===== src/rtl/uart_rx_cfg.sv =====
// Configurable UART receiver: 5-9 data bits, none/odd/even parity, 1-2 stop bits.
// Synchronised input, 3-sample mid-bit majority vote, parity/framing/break flags.
module uart_rx_cfg #(
  parameter int p_CLKs_PB   = 217,
  parameter int p_DATA_BITS = 8,
  parameter int p_PARITY    = 0,
  parameter int p_STOP_BITS = 1
) (
  input  logic                   i_Clk,
  input  logic                   i_Rst_n,
  input  logic                   i_Rx_UART,
  output logic                   o_Rx_Valid,
  output logic [p_DATA_BITS-1:0] o_Rx_Byte,
  output logic                   o_Parity_Err,
  output logic                   o_Frame_Err,
  output logic                   o_Break
);
  localparam int c_H  = (p_CLKs_PB - 1) / 2;
  localparam int c_CW = $clog2(p_CLKs_PB);
  localparam int c_IW = $clog2(p_DATA_BITS);

  localparam logic [c_CW-1:0] c_SMP0 = c_CW'(c_H - 1);
  localparam logic [c_CW-1:0] c_SMP1 = c_CW'(c_H);
  localparam logic [c_CW-1:0] c_SMP2 = c_CW'(c_H + 1);
  localparam logic [c_CW-1:0] c_LAST = c_CW'(p_CLKs_PB - 1);
  localparam logic [c_IW-1:0] c_LAST_DATA = c_IW'(p_DATA_BITS - 1);
  localparam logic [c_IW-1:0] c_LAST_STOP = c_IW'(p_STOP_BITS - 1);

  typedef enum logic [2:0] {S_IDLE, S_START, S_DATA, S_PARITY, S_STOP} t_state;

  t_state                 r_state, w_state_nx;
  logic                   r_sync1, r_sync2, w_rx;
  logic [c_CW-1:0]        r_cnt, w_cnt_nx;
  logic [c_IW-1:0]        r_idx, w_idx_nx;
  logic [p_DATA_BITS-1:0] r_shift, w_shift_nx;
  logic                   r_arm, w_arm_nx;
  logic                   r_smp0, r_smp1, w_vote;
  logic                   r_par_bit, w_par_bit_nx;
  logic                   r_stop_zero, w_stop_zero_nx;
  logic                   r_stop_one, w_stop_one_nx;
  logic                   w_cnt_end, w_at_vote, w_ones_odd;
  logic                   w_done, w_perr, w_ferr, w_brk;
  logic                   r_valid, r_perr, r_ferr, r_brk;
  logic [p_DATA_BITS-1:0] r_byte;

  assign w_rx      = r_sync2;
  assign w_vote    = (r_smp0 & r_smp1) | (r_smp0 & w_rx) | (r_smp1 & w_rx);
  assign w_cnt_end = (r_cnt == c_LAST);
  assign w_at_vote = (r_cnt == c_SMP2);

  // Evaluated in the final-stop vote cycle; the vote itself stands in for the last stop bit.
  assign w_ones_odd = ^{r_shift, r_par_bit};
  assign w_perr = (p_PARITY == 1) ? ~w_ones_odd : (p_PARITY == 2) ? w_ones_odd : 1'b0;
  assign w_ferr = r_stop_zero | ~w_vote;
  assign w_brk  = (r_shift == '0) & ~r_par_bit & ~r_stop_one & ~w_vote;

  always_ff @(posedge i_Clk or negedge i_Rst_n) begin
    if (!i_Rst_n) begin
      r_sync1     <= 1'b1;
      r_sync2     <= 1'b1;
      r_smp0      <= 1'b0;
      r_smp1      <= 1'b0;
      r_state     <= S_IDLE;
      r_cnt       <= '0;
      r_idx       <= '0;
      r_shift     <= '0;
      r_arm       <= 1'b0;
      r_par_bit   <= 1'b0;
      r_stop_zero <= 1'b0;
      r_stop_one  <= 1'b0;
    end else begin
      r_sync1     <= i_Rx_UART;
      r_sync2     <= r_sync1;
      if (r_cnt == c_SMP0) r_smp0 <= w_rx;
      if (r_cnt == c_SMP1) r_smp1 <= w_rx;
      r_state     <= w_state_nx;
      r_cnt       <= w_cnt_nx;
      r_idx       <= w_idx_nx;
      r_shift     <= w_shift_nx;
      r_arm       <= w_arm_nx;
      r_par_bit   <= w_par_bit_nx;
      r_stop_zero <= w_stop_zero_nx;
      r_stop_one  <= w_stop_one_nx;
    end
  end

  always_comb begin
    w_state_nx     = r_state;
    w_cnt_nx       = w_cnt_end ? '0 : r_cnt + c_CW'(1);
    w_idx_nx       = r_idx;
    w_shift_nx     = r_shift;
    w_arm_nx       = r_arm;
    w_par_bit_nx   = r_par_bit;
    w_stop_zero_nx = r_stop_zero;
    w_stop_one_nx  = r_stop_one;
    w_done         = 1'b0;
    case (r_state)
      S_IDLE: begin
        w_cnt_nx = '0;
        if (w_rx) begin
          w_arm_nx = 1'b1;
        end else if (r_arm) begin
          w_state_nx     = S_START;
          w_arm_nx       = 1'b0;
          w_idx_nx       = '0;
          w_shift_nx     = '0;
          w_par_bit_nx   = 1'b0;
          w_stop_zero_nx = 1'b0;
          w_stop_one_nx  = 1'b0;
        end
      end
      S_START: begin
        if (w_at_vote && w_vote) begin
          w_state_nx = S_IDLE;
          w_cnt_nx   = '0;
        end else if (w_cnt_end) begin
          w_state_nx = S_DATA;
        end
      end
      S_DATA: begin
        if (w_at_vote) begin
          for (int unsigned i = 0; i < p_DATA_BITS; i++) begin
            if (r_idx == c_IW'(i)) w_shift_nx[i] = w_vote;
          end
        end
        if (w_cnt_end) begin
          if (r_idx == c_LAST_DATA) begin
            w_idx_nx   = '0;
            w_state_nx = (p_PARITY != 0) ? S_PARITY : S_STOP;
          end else begin
            w_idx_nx = r_idx + c_IW'(1);
          end
        end
      end
      S_PARITY: begin
        if (w_at_vote) w_par_bit_nx = w_vote;
        if (w_cnt_end) w_state_nx = S_STOP;
      end
      S_STOP: begin
        if (w_at_vote) begin
          if (r_idx == c_LAST_STOP) begin
            w_done     = 1'b1;
            w_state_nx = S_IDLE;
            w_cnt_nx   = '0;
          end else begin
            w_stop_zero_nx = r_stop_zero | ~w_vote;
            w_stop_one_nx  = r_stop_one | w_vote;
          end
        end else if (w_cnt_end) begin
          w_idx_nx = r_idx + c_IW'(1);
        end
      end
      default: w_state_nx = S_IDLE;
    endcase
  end

  always_ff @(posedge i_Clk or negedge i_Rst_n) begin
    if (!i_Rst_n) begin
      r_valid <= 1'b0;
      r_byte  <= '0;
      r_perr  <= 1'b0;
      r_ferr  <= 1'b0;
      r_brk   <= 1'b0;
    end else begin
      r_valid <= w_done;
      if (w_done) begin
        r_byte <= r_shift;
        r_perr <= w_perr;
        r_ferr <= w_ferr;
        r_brk  <= w_brk;
      end
    end
  end

  assign o_Rx_Valid   = r_valid;
  assign o_Rx_Byte    = r_byte;
  assign o_Parity_Err = r_perr;
  assign o_Frame_Err  = r_ferr;
  assign o_Break      = r_brk;
endmodule


===== config.mk =====
export PLATFORM = sky130hd
export DESIGN_NAME = uart_rx_cfg
export DESIGN_NICKNAME = d
export VERILOG_FILES = /design/src/rtl/uart_rx_cfg.sv
export SDC_FILE = /design/constraint.sdc
export NUM_CORES = 1
export LEC_CHECK = 0
export ABC_AREA = 1
export CAP_MARGIN = 0
export CORE_AREA = 2 2 84 62
export DETAILED_ROUTE_END_ITERATION = 16
export DIE_AREA = 0 0 86 64
export GPL_TIMING_DRIVEN = 1
export PLACE_DENSITY = 0.66
export REMOVE_ABC_BUFFERS = 1
export SYNTH_ARGS = -nofsm -noshare
export SYNTH_HDL_FRONTEND = slang
export SYNTH_SLANG_ARGS = --single-unit

===== constraint.sdc =====
create_clock -name i_Clk -period 4.42 [get_ports i_Clk]
set_input_delay 1.105 -clock i_Clk [delete_from_list [all_inputs] [get_ports i_Clk]]
set_output_delay 1.105 -clock i_Clk [all_outputs]
set_load 0.02 [all_outputs]

==> reports/results.tsv, run 1 <==
metric	value	unit
outcome	completed	
register area share after synthesis	44.8	%
count of final setup violators	0	
# hold bufs at CTS	0	
Mean Syn Cell Area	8.19	um^2
Mapped Cells	280	
Synthesis Warnings	0	
DP Wirelength	3.35	mm
total grt overflow	0	
reg2reg end	r_state[2]	
CTS root buf	clkbuf_8	
post-CTS repair timing setup buffer count	0	
Reg clk slew, reported paths	90	ps
Area growth, synth to finish	13.4	%
netlist area before placement	2290	um^2
delay-heaviest family, CP	buffers and inverters	
Final Hold Vio Count	0	
# rows	21	
largest net degree at the start of global routing	42	
Post-CTS Resized	0	
worst slew pin tran	905	ps
IO Port Bufs	13	
clock skew	5.91	ps
commonest non-fill, non-tap cell in the layout	nand2_1	
Setup TNS	0	ps
r2r startpoint	r_sync2	
# clock sinks	41	
Worst R2R Path Depth	7	
vias in the first global route	1621	
Final ANT Viol Nets	0	
Detailed Route WL	4.67	mm
minimum clock period	2380	ps
crit-path max cell delay	610	ps
Hold EP	r_sync2	
unique cell type count in the Yosys netlist	34	
commonest non-fill, non-tap cells in the layout	nand2_1, dfrtp_1, inv_1	
RD Place Congestion	0.819	
f_max	0.420	GHz
Total GRT Usage	18.7	%
RSZ-0062 raised after global routing	false	
Hold Path Depth	0	
Post-synth EDFFs	0	
VDD IR max	0.000417	V
fin nets	309	
Clock Tree Buf Depth	2	
Vias	1825	
share of layout cells above drive strength 1	16.4	%
grt peak-use layer	met1	
Num CTS Buffers	5	
Seq cells post-synth	41	
WS Path Type	flip-flop to output port	
first-pass GRT wire length	7.88	mm
Max Slew Vio Count	0	
DRC errors left	0	
wire length per cell	13.2	um
met2 usage in global routing	23.0	%
largest area contributor in the netlist	dfrtp_1	
initial core utilization	49.3	%
P_leak	0.00130	uW
die width	86	um
Worst Path Buf+Inv	1	
Antenna diodes	0	
DRT Pass-1 Iters	4	
io pins	15	
Async S/R FF share, synth	100	%
Worst Hold Launch	r_sync1	
Final period util	53.8	%
grt met3 use	4.39	%
DR iter-0 viols	110	
worst setup margin	2040	ps
CTS tree	built	
area share of the largest cell type after synthesis	42.6	%
Max-slew headroom	39.7	%
Max Cap Viol	0	
pre-CTS setup slack	2360	ps
Setup crit end kind	output port	
PwrDens	534	nW/um^2
routed vias/inst	5.14	
Hold Path Class	flip-flop to flip-flop	
CP max-delay cell	clkdlybuf4s50_1	
reg-to-reg slack, setup	2610	ps
die height	64	um
initial antenna violation count	0	
crit path DAT	1270	ps
core area	4650	um^2
met1 GRT Util	30.9	%
dominant cells by area after synthesis	dfrtp_1, nand2_1, inv_1	
Worst-Skew Late Latency	300	ps
Crit path required time	3310	ps
Die ar.	5500	um^2
Worst setup SP type	flip-flop	
Cell Chain, Critical Path	clkdlybuf4s50_1	
H-tree levels	2	
Post-synth top flop	dfrtp_1	
worst-path fanout max	2	
-- Yosys cell counts (3+ instances only) --
cell type and count:
nand2_1 59, nand4_1 3, nor2_4 5, o21ai_1 18, or2_1 4, o21ai_0 12
nor2_2 7, inv_1 34, nand2_2 5, inv_2 8, nand3_1 15, ha_1 9
xor2_1 3, nand3_2 3, a21oi_1 19, nor3_1 3, nor2_1 13, dfrtp_1 39
-- worst max-delay path by stage --
stage,from,endpoint,cells past startpoint
CTS,o_Rx_Byte[6],o_Rx_Byte[6],1
global route,o_Rx_Byte[6],o_Rx_Byte[6],1
floorplan,o_Rx_Byte[6],o_Rx_Byte[6],0
detailed placement,o_Rx_Byte[6],o_Rx_Byte[6],1
finish,o_Rx_Byte[6],o_Rx_Byte[6],1
global placement,o_Rx_Byte[6],o_Rx_Byte[6],1
-- power breakdown --
group,total [uW],internal [uW],switching (uW)
Clock,366,227,139
Sequential,475,419,56.2
Combinational,546,167,380
Total,1390,813,575
-- layer usage --
layer  wire, um  vias to the layer above
met1       2640                      855
met4         22                        0
met2       1780                       43
met5          0                        -
li1           -                      925
met3        223                        2
-- cell type report --
type                    count  area [um^2]
fillers                   411         2050
multi-input cells         191         1060
flip-flops and latches     41         1030
inverters                  45          175
repair buffers             13          125
well taps                  57         71.3
clock buffers               5         68.8
clock inverters             3         68.8
-- sequential cells by signal, summed over array words and instances (netlist names), 3 cells and up --
register,cells
o_Rx_Byte,8
r_cnt,8
r_shift,8
r_idx,3
r_state,3
-- logic make-up (layout without fill, tap and decap cells) --
group / Yosys count / after routing / synth area share, %
AOI/OAI and AO/OA: 55 / 55 / 13.1
xor gates and xnor gates: 4 / 4 / 1.53
buffers and inverters: 48 / 66 / 8.78
other: 1 / 1 / 0.164
adders and majority gates: 9 / 9 / 4.91
and+or+nand+nor: 122 / 122 / 26.6
DFF: 41 / 41 / 44.8
-- metrics by stage --
step | util [%] | instances | power (uW) | hold WS (ps) | instance area, um^2
final | 55.9 | 355 | 1390 | 360 | 2600
after global routing | 55.9 | 355 | 1490 | 364 | 2600
after CTS | 55.9 | 355 | 1390 | 360 | 2600
after detailed placement | 53.0 | 347 | 1020 | 347 | 2460
after global placement | 53.0 | 347 | 1010 | 346 | 2460
after floorplan | - | 277 | 896 | 345 | 2270
(Power assumes the default switching activity.)
==> run 2: changes to the inputs <==
--- a/config.mk
+++ b/config.mk
@@ -11,7 +11,7 @@
 export DETAILED_ROUTE_END_ITERATION = 16
 export DIE_AREA = 0 0 86 64
 export GPL_TIMING_DRIVEN = 1
-export PLACE_DENSITY = 0.66
+export PLACE_DENSITY = 0.69
 export REMOVE_ABC_BUFFERS = 1
 export SYNTH_ARGS = -nofsm -noshare
 export SYNTH_HDL_FRONTEND = slang
==> constraint.sdc (replaced) <==
create_clock -name i_Clk -period 1.97 [get_ports i_Clk]
set_input_delay 0.4925 -clock i_Clk [delete_from_list [all_inputs] [get_ports i_Clk]]
set_output_delay 0.4925 -clock i_Clk [all_outputs]
set_load 0.02 [all_outputs]
==> run 2 against run 1 <==
Against the previous run: flip-flop and latch count stayed put; clock power is 120% higher; cell count is 0.28% higher; setup slack worse by 1800 ps; combinational power is 120% higher; largest power group unchanged; largest cell class unchanged; wire length is 2.1% lower; first-iteration DRC count is 30% higher; clock skew is 0.55 ps higher; non-clock buffer count is 1 higher; via count is 0.71% lower; critical path depth stayed put; die area stayed put.
==> reports/results.tsv, run 2 (synthesis gave the netlist of run 1 again) <==
metric	value	unit	change
WS Path Type	flip-flop to output port		
Filler cells	415		+0.97%
Die ar.	5500	um^2	unchanged
Worst Path Buf+Inv	1		unchanged
DRC errors left	0		unchanged
Crit path required time	1480	ps	-1830 ps
vias in the first global route	1741		+7.4%
DR iter-0 viols	143		+30%
crit-path max cell delay	610	ps	about the same
Setup TNS	0	ps	unchanged
Final Power	3080	uW	+120%
placed insts	348		+0.29%
multi-input combinational cell area	1060	um^2	unchanged
# hold bufs at CTS	0		unchanged
CP max-delay cell	clkdlybuf4s50_1		
Area growth, synth to finish	14.1	%	
clock skew	6.46	ps	+0.547 ps
H-tree levels	2		unchanged
Pint	1820	uW	+120%
minimum clock period	1770	ps	
die height	64	um	unchanged
Worst setup SP type	flip-flop		
Net Switching	1260	uW	+120%
initial core utilization	49.3	%	unchanged
PwrDens	1180	nW/um^2	+120%
Reg clk slew, reported paths	80	ps	about the same
fin nets	310		+0.32%
io pins	15		unchanged
Storage cell area	1030	um^2	unchanged
Flop pwr share	34.7	%	+0.4 points
DRT Pass-1 Iters	4		unchanged
IO Port Bufs	13		unchanged
CTS tree	built		
Final ANT Viol Nets	0		unchanged
Worst-Skew Late Latency	290	ps	about the same
pre-CTS setup slack	294	ps	-2070 ps
core area	4650	um^2	unchanged
Final period util	89.6	%	
# rows	21		unchanged
Clk pwr share	25.9	%	-0.5 points
DP Wirelength	3.41	mm	+1.8%
Comb power frac	39.4	%	about the same
fin cells	356		+0.28%
RSZ-0062 raised after global routing	false		
worst setup margin	204	ps	-1840 ps
count of final setup violators	0		unchanged
Hold Path Class	input port to asynchronous set/reset pin		
total grt overflow	0		unchanged
sw frac	40.9	%	-0.49 points
crit path DAT	1270	ps	about the same
RD Place Congestion	0.897		+9.6%
outcome	completed		
dpl cell area	2480	um^2	+0.81%
Antenna diodes	0		unchanged
initial antenna violation count	0		unchanged
Clock Tree Buf Depth	2		unchanged
commonest non-fill, non-tap cells in the layout	nand2_1, dfrtp_1, inv_1		
largest net degree at the start of global routing	42		unchanged
delay-heaviest family, CP	buffers and inverters		
Post-CTS Resized	0		unchanged
first-pass GRT wire length	8.27	mm	+5.0%
CTS root buf	clkbuf_8		
wire length per cell	12.9	um	-2.3%
Final Hold Vio Count	0		unchanged
post-CTS repair timing setup buffer count	0		unchanged
die width	86	um	unchanged
Num CTS Buffers	5		unchanged
routed vias/inst	5.09		-0.99%
Max Slew Vio Count	0		unchanged
worst-path fanout max	2		unchanged
Final Cell Area	2620	um^2	+0.63%
commonest non-fill, non-tap cell in the layout	nand2_1		
P_leak	0.00131	uW	+0.67%
Cell Chain, Critical Path	clkdlybuf4s50_1		
f_max	0.566	GHz	
share of layout cells above drive strength 1	16.7	%	+0.28 points
VDD IR max	0.000621	V	+49%
Vias	1812		-0.71%
Setup crit end kind	output port		
# clock sinks	41		unchanged
Detailed Route WL	4.58	mm	-2.1%
Max Cap Viol	0		unchanged
Total GRT Usage	19.5	%	+0.80 points
==> run 2: final timing paths <==
path | cells past startpoint | end | from | slack [ps]
setup / recovery | 1 | o_Rx_Byte[6] | o_Rx_Byte[6] | 200
hold reg to reg | 0 | r_sync2 | r_sync1 | 380
hold / removal | 2 | r_cnt[7] | i_Rst_n | 160
max in group asynchronous | 2 | r_sync2 | i_Rst_n | 1550
setup reg to reg | 7 | r_state[1] | r_sync2 | 280
min in group i_Clk | 0 | r_sync2 | r_sync1 | 380
==> run 2: metal layers <==
layer  up-vias  share of wire, %  track usage, %
met4         0              0.57            7.14
met2        37                39            24.7
li1        927                 -               -
met5         -                 0               0
met3         5               4.4            4.39
met1       843                56            31.5
==> run 2: area by class of cell <==
cell class                 count  area share [%]
sequential                    41            39.3
clock buffer                   5            2.63
tap                           57            2.72
timing repair buffer          14            5.54
multi-input combinational    191            40.6
inverter                      45            6.69
clock inverter                 3            2.49
==> run 2: per-stage QoR <==
step	util (%)	hold WS (ps)
global route	56.3	160
global placement	53.4	365
floorplan	-	197
detailed placement	53.4	365
finish	56.3	156
CTS	56.3	160
==> run 2: power by group through the flow <==
| stage | logic [uW] | clock network [uW] | registers [uW] |
|---|---|---|---|
| detailed placement | 1190 | 0 | 1090 |
| CTS | 1210 | 812 | 1070 |
| finish | 1210 | 798 | 1070 |
| floorplan | 953 | 0 | 1060 |
| global placement | 1170 | 0 | 1080 |
| global route | 1400 | 863 | 1090 |
==> run 3: changes to the inputs <==
--- a/config.mk
+++ b/config.mk
@@ -6,13 +6,13 @@
 export NUM_CORES = 1
 export LEC_CHECK = 0
 export ABC_AREA = 1
-export CAP_MARGIN = 0
 export CORE_AREA = 2 2 84 62
 export DETAILED_ROUTE_END_ITERATION = 16
 export DIE_AREA = 0 0 86 64
 export GPL_TIMING_DRIVEN = 1
 export PLACE_DENSITY = 0.69
 export REMOVE_ABC_BUFFERS = 1
+export SLEW_MARGIN = 15
 export SYNTH_ARGS = -nofsm -noshare
 export SYNTH_HDL_FRONTEND = slang
 export SYNTH_SLANG_ARGS = --single-unit
==> results of run 3 <==
The final DEF is identical to that of run 2; final timing and power are the same.
